$ cat src/rtl/f_fetch_fd_stage.sv
// Fetch stage and F/D pipeline register for the five-stage MIPS core.
// Holds the PC, selects the next PC from D-stage redirects, and latches the fetched instruction into D.
module f_fetch_fd_stage #(
  parameter logic [31:0] PC_RESET = 32'h0000_3000
) (
  input  logic        clk,
  input  logic        reset,
  input  logic        stall,
  input  logic        fd_flush,
  input  logic [1:0]  npc_sel,
  input  logic        D_br_take,
  input  logic [15:0] D_imm16,
  input  logic [25:0] D_imm26,
  input  logic [31:0] D_rs_data,
  input  logic [31:0] i_inst_rdata,
  output logic [31:0] i_inst_addr,
  output logic [31:0] D_Instr,
  output logic [31:0] D_PC,
  output logic [31:0] D_PC8
);

  logic [31:0] f_pc;
  logic [31:0] npc;
  logic [31:0] seq_pc;
  logic [31:0] br_target;

  assign seq_pc    = f_pc + 32'd4;
  // Redirects are relative to D_PC: the instruction currently in F is the delay slot.
  assign br_target = D_PC + 32'd4 + {{14{D_imm16[15]}}, D_imm16, 2'b00};

  always_comb begin
    npc = seq_pc;
    case (npc_sel)
      2'd0: npc = seq_pc;
      2'd1: npc = D_br_take ? br_target : seq_pc;
      2'd2: npc = {D_PC[31:28], D_imm26, 2'b00};
      2'd3: npc = D_rs_data;
      default: npc = seq_pc;
    endcase
  end

  always_ff @(posedge clk or posedge reset) begin
    if (reset) begin
      f_pc <= PC_RESET;
    end else if (!stall) begin
      f_pc <= npc;
    end
  end

  // Flush outranks stall here only; the PC above still freezes on stall.
  always_ff @(posedge clk or posedge reset) begin
    if (reset) begin
      D_Instr <= 32'h0;
      D_PC    <= 32'h0;
    end else if (fd_flush) begin
      D_Instr <= 32'h0;
      D_PC    <= 32'h0;
    end else if (!stall) begin
      D_Instr <= i_inst_rdata;
      D_PC    <= f_pc;
    end
  end

  assign i_inst_addr = f_pc;
  assign D_PC8       = D_PC + 32'd8;

endmodule

$ cat config.mk
export PLATFORM = sky130hd
export DESIGN_NAME = f_fetch_fd_stage
export DESIGN_NICKNAME = d
export VERILOG_FILES = /design/src/rtl/f_fetch_fd_stage.sv
export SDC_FILE = /design/constraint.sdc
export NUM_CORES = 1
export LEC_CHECK = 0
export ABC_AREA = 1
export BUFFER_PORTS_ARGS = -buffer_cell sky130_fd_sc_hd__buf_2
export CORE_MARGIN = 2
export CORE_UTILIZATION = 35
export DETAILED_ROUTE_END_ITERATION = 10
export HOLD_SLACK_MARGIN = 0.12
export PLACE_DENSITY_LB_ADDON = 0.05
export SKIP_CTS_REPAIR_TIMING = 1
export SLEW_MARGIN = 20
export SYNTH_ARGS = -nofsm -noshare
export SYNTH_HDL_FRONTEND = slang
export SYNTH_SLANG_ARGS = --single-unit
export TNS_END_PERCENT = 20
$ cat constraint.sdc
create_clock -name clk -period 3.7 [get_ports clk]
set_input_delay 0.37 -clock clk [delete_from_list [all_inputs] [get_ports clk]]
set_output_delay 0.37 -clock clk [all_outputs]
set_load 0.02 [all_outputs]
# --- Yosys cells after proc, flatten, opt, wreduce, memory -nomap -nowiden ---
# Cells that the tools add are included.
classes:
  n_div: 0
  n_eq_ne: 4
  n_shift: 0
  multipliers: 0
  addsub: 4
  bitwise: 0
  n_lt_le_gt_ge: 0
  reduce_logical: 1
  n_mux: 6
ops:
  columns: ["cell", "n"]
  rows:
  - ["32-bit 2-to-1 mux", 5]
  - ["32-bit case mux with 4 select lines", 1]
  - ["32-bit by 3-bit adder with 32-bit output, second input constant", 2]
  - ["32-bit adder", 1]
  - ["32-bit by 4-bit adder with 32-bit output, second input constant", 1]
  - ["2-bit == test, second input constant", 2]
  - ["2-bit by 1-bit == test with 1-bit output, second input constant", 1]
  - ["2-bit zero test", 1]
  - ["2-bit by 1-bit != test with 1-bit output, second input constant", 1]
word_totals:
  mem_bits_ro: 0
  ram_bits: 0
  word_cells: 18
  output_inout_bits: 128
  mem_count: 0
  in_bits: 113
  register_bits: 96
  latchBits: 0

# --- Longest topological paths before layout ---
depth:
  word_depth: 4
  mapped_depth: 19
  ltp_nobuf: 19

# --- Worst setup path before layout ---
# OpenSTA, ideal clock, no wires.
synth_timing:
  path_type: "reg-to-output"
  from: "reg D_PC[4]"
  to: "out D_PC8[27]"
  slack_ps: 1243
  required_ps: 3330
  arrival_ps: 2087
  stages_incl_launch_ff: 11
  n_path_buf: 0
  cell_sequence: "dfrtp_1 -> ha_1 -> nand2_2 -> nor3_4 -> nand2_2 -> nor2_2 -> nand2_2 -> nor3_4 -> nand3_2 -> nor2_1 -> xor2_1"
synth_between:
  elab_chain_cells: 1
synth_rtl:
  columns: ["item", "line", "text"]
  rows:
  - ["start, declared", "18", "output logic [31:0] D_PC,"]
  - ["start signal, assigned", "60", "D_PC <= f_pc;"]
  - ["32-bit by 4-bit adder with 32-bit output", "65", "assign D_PC8 = D_PC + 32'd8;"]
  - ["end, declared", "19", "output logic [31:0] D_PC8"]
# Every way passes these cells.

# --- Worst setup path in the final report ---
# Ends and elaborated chain as after synthesis.

==> flow_metrics.tcl <==
set metrics [dict create \
    status "completed" \
    num_antenna_cells 0 \
    fmax_mhz 330.1 \
    path_clk_slew_ns 0.08 \
    crit_path_max_fanout 5 \
    slew_headroom_pct 35.24 \
    maxSlewViolCount 0 \
    grt_max_degree 67 \
    power_mw 3.656 \
    ys_seq_elements 96 \
    grt_setup_unrepaired "no" \
    final_cell_mix "384 x nand2_1, 240 x buf_2, 186 x inv_1" \
    fin_crit_ns 3.030 \
    grt_pass1_vias 8798 \
    grt_overflow 0 \
    pwr-share-comb_pct 37.6 \
    layout-drive-gt1-share_pct 19.20 \
    ant_nets 0 \
    tightest_slew_ns 0.9690 \
    cp-end-kind "primary output" \
    clock_tree.buffer_depth 2 \
    cts.sinks 96 \
    synthesis.nets 1441 \
    final_common_cell "nand2_1" \
    drtPass1Iterations 5 \
    fin_util_pct 43.39 \
    fin_skew_ns 0.009524 \
    async_reset_ff_share_pct 100.0 \
    clk_latency_ns 0.36 \
    crit_type "register to primary output" \
    synth_area_um2 8313 \
    fin_crit_sh_pct 81.89 \
    ys_warn_count 0 \
    start_kind "register" \
    postPlaceCellArea_um2 9868 \
    fin_setup_tns_ns 0 \
    critPathRequiredTime_ns 3.33 \
    hold_class "input port to asynchronous set/reset pin" \
    wl_um 32870 \
    ys_seq_area_share_pct 28.93 \
    setup_viol 0 \
    intPower_mw 2.071 \
    detail_route.wl_per_cell_um 18.07 \
    syn_to_final_growth_pct 22.14 \
    ctsRootBufferMaster "clkbuf_16" \
    grt_usage_pct 26.53 \
    tritoncts "built" \
    design_area_um2 10150 \
    irDropWorstVdd_v 0.0002425 \
    vias 9212 \
    synth_edf_count 0 \
    ys.flop_type "dfrtp_1" \
    leakagePower_nw 5.762 \
    cp.arrival_ns 2.66 \
    drv_cap 0 \
    row_count 56 \
    p_seq_share_pct 36.0 \
    h-tree-depth 3 \
    swShare_pct 43.35 \
    grt_pass1_wl_um 50140 \
    antenna_found_initial 1 \
    core_area_um2 23400 \
    viasPerCell 5.064 \
    nets 1668 \
    first_iter_violations 592 \
    yosys.cell_types.count 41 \
    die-area_um2 25000 \
    num_io_pins 241 \
    hold_viol_final 0 \
    syn_inst 1268 \
    globalplace.congestion 0.9290 \
    drc_errors 0 \
    dp_hpwl_um 25930 \
    numPortBuffers 240 \
    syn_avg_cell_area_um2 6.556 \
    p_sw_mw 1.585 \
    start_util_pct 35.52 \
    cts_made_buffers 9 \
    power_density_nw_per_um2 360.1 \
    die_h_um 158.1 \
    die-width_um 158.1 \
    clkPwrFrac_pct 26.5 \
]
==> power groups by stage <==
stage	clock network [mW]	registers, mW	logic [mW]
floorplan	0	1.41	0.758
global placement	0	1.33	1.37
detailed placement	0	1.33	1.37
CTS	0.982	1.31	1.37
global route	1.02	1.33	1.53
finish	0.968	1.32	1.37
==> cells in the mapped netlist, types with 15 or more instances <==
master / number / area [um^2]
dfrtp_1: 94 / 2352
clkbuf_1: 29 / 108.9
o21ai_0: 41 / 205.2
nand2_1: 384 / 1441
inv_1: 189 / 709.4
ha_1: 59 / 738.2
nor3_1: 26 / 130.1
a22o_1: 15 / 131.4
xor2_1: 36 / 315.3
nor2_1: 86 / 322.8
o22ai_1: 22 / 137.6
nand3_1: 133 / 665.6
nand4_1: 22 / 137.6
a21oi_1: 54 / 270.3
==> cell families (layout without fill, tap and decap cells) <==
| group | count (synthesis) | count (layout) | synth area share (%) |
|---|---|---|---|
| AOI/OAI and AO/OA | 164 | 164 | 11.91 |
| xor gates and xnor gates | 42 | 42 | 4.425 |
| adders and majority gates | 60 | 60 | 9.121 |
| buffers and inverters | 228 | 460 | 10.45 |
| DFF | 96 | 96 | 28.93 |
| and+or+nand+nor | 678 | 678 | 35.17 |
==> final timing paths <==
path	slack, ns	end	start	cells past startpoint
max	0.67	D_PC8[27]	D_PC[4]	11
min	0.17	D_Instr[8]	reset	2
max reg2reg	0.95	i_inst_addr[13]	D_PC[11]	10
min reg2reg	0.51	D_Instr[10]	D_Instr[10]	2
max in group asynchronous	2.69	i_inst_addr[27]	reset	3
min in group clk	0.23	D_Instr[4]	i_inst_rdata[4]	3
==> through the flow <==
stage               hold WS [ns]  setup WS (ns)  cells
CTS                       0.1995         0.6497   1819
floorplan                 0.5094         0.8279   1268
finish                    0.1661         0.6703   1819
detailed placement        0.4936         0.8265   1803
global placement          0.4962         0.8290   1803
global route              0.2203         0.4654   1819
==> worst max-delay path: stages, from the launching register on <==
cell and delay, ns:
dfrtp_1 0.46, ha_1 0.24, nand2_2 0.11, nor3_4 0.24, nand2_2 0.13, nor2_2 0.20
nand2_2 0.13, nor3_4 0.18, nand3_2 0.12, nor2_1 0.14, xor2_1 0.15, buf_2 0.18
==> flip-flops by register name, indices dropped and copies added, names as in the netlist <==
register / count
D_Instr: 32
D_PC: 32
i_inst_addr: 32
==> routing by layer <==
layer	global-route usage [%]	vias up	wire, um
li1	-	4584	-
met1	37.57	4279	15610
met2	42.19	307	14770
met3	4.079	40	1751
met4	6.864	2	726
met5	0	-	13
==> cell type report <==
class,count,area [um^2]
inverters,190,715.7
multi-input cells,944,5042
repair buffers,254,1306
clock buffers,10,229.0
flip-flops and latches,96,2405
fillers,2608,13250
clock inverters,6,56.30
well taps,319,399.1
(Power assumes the default switching activity.)
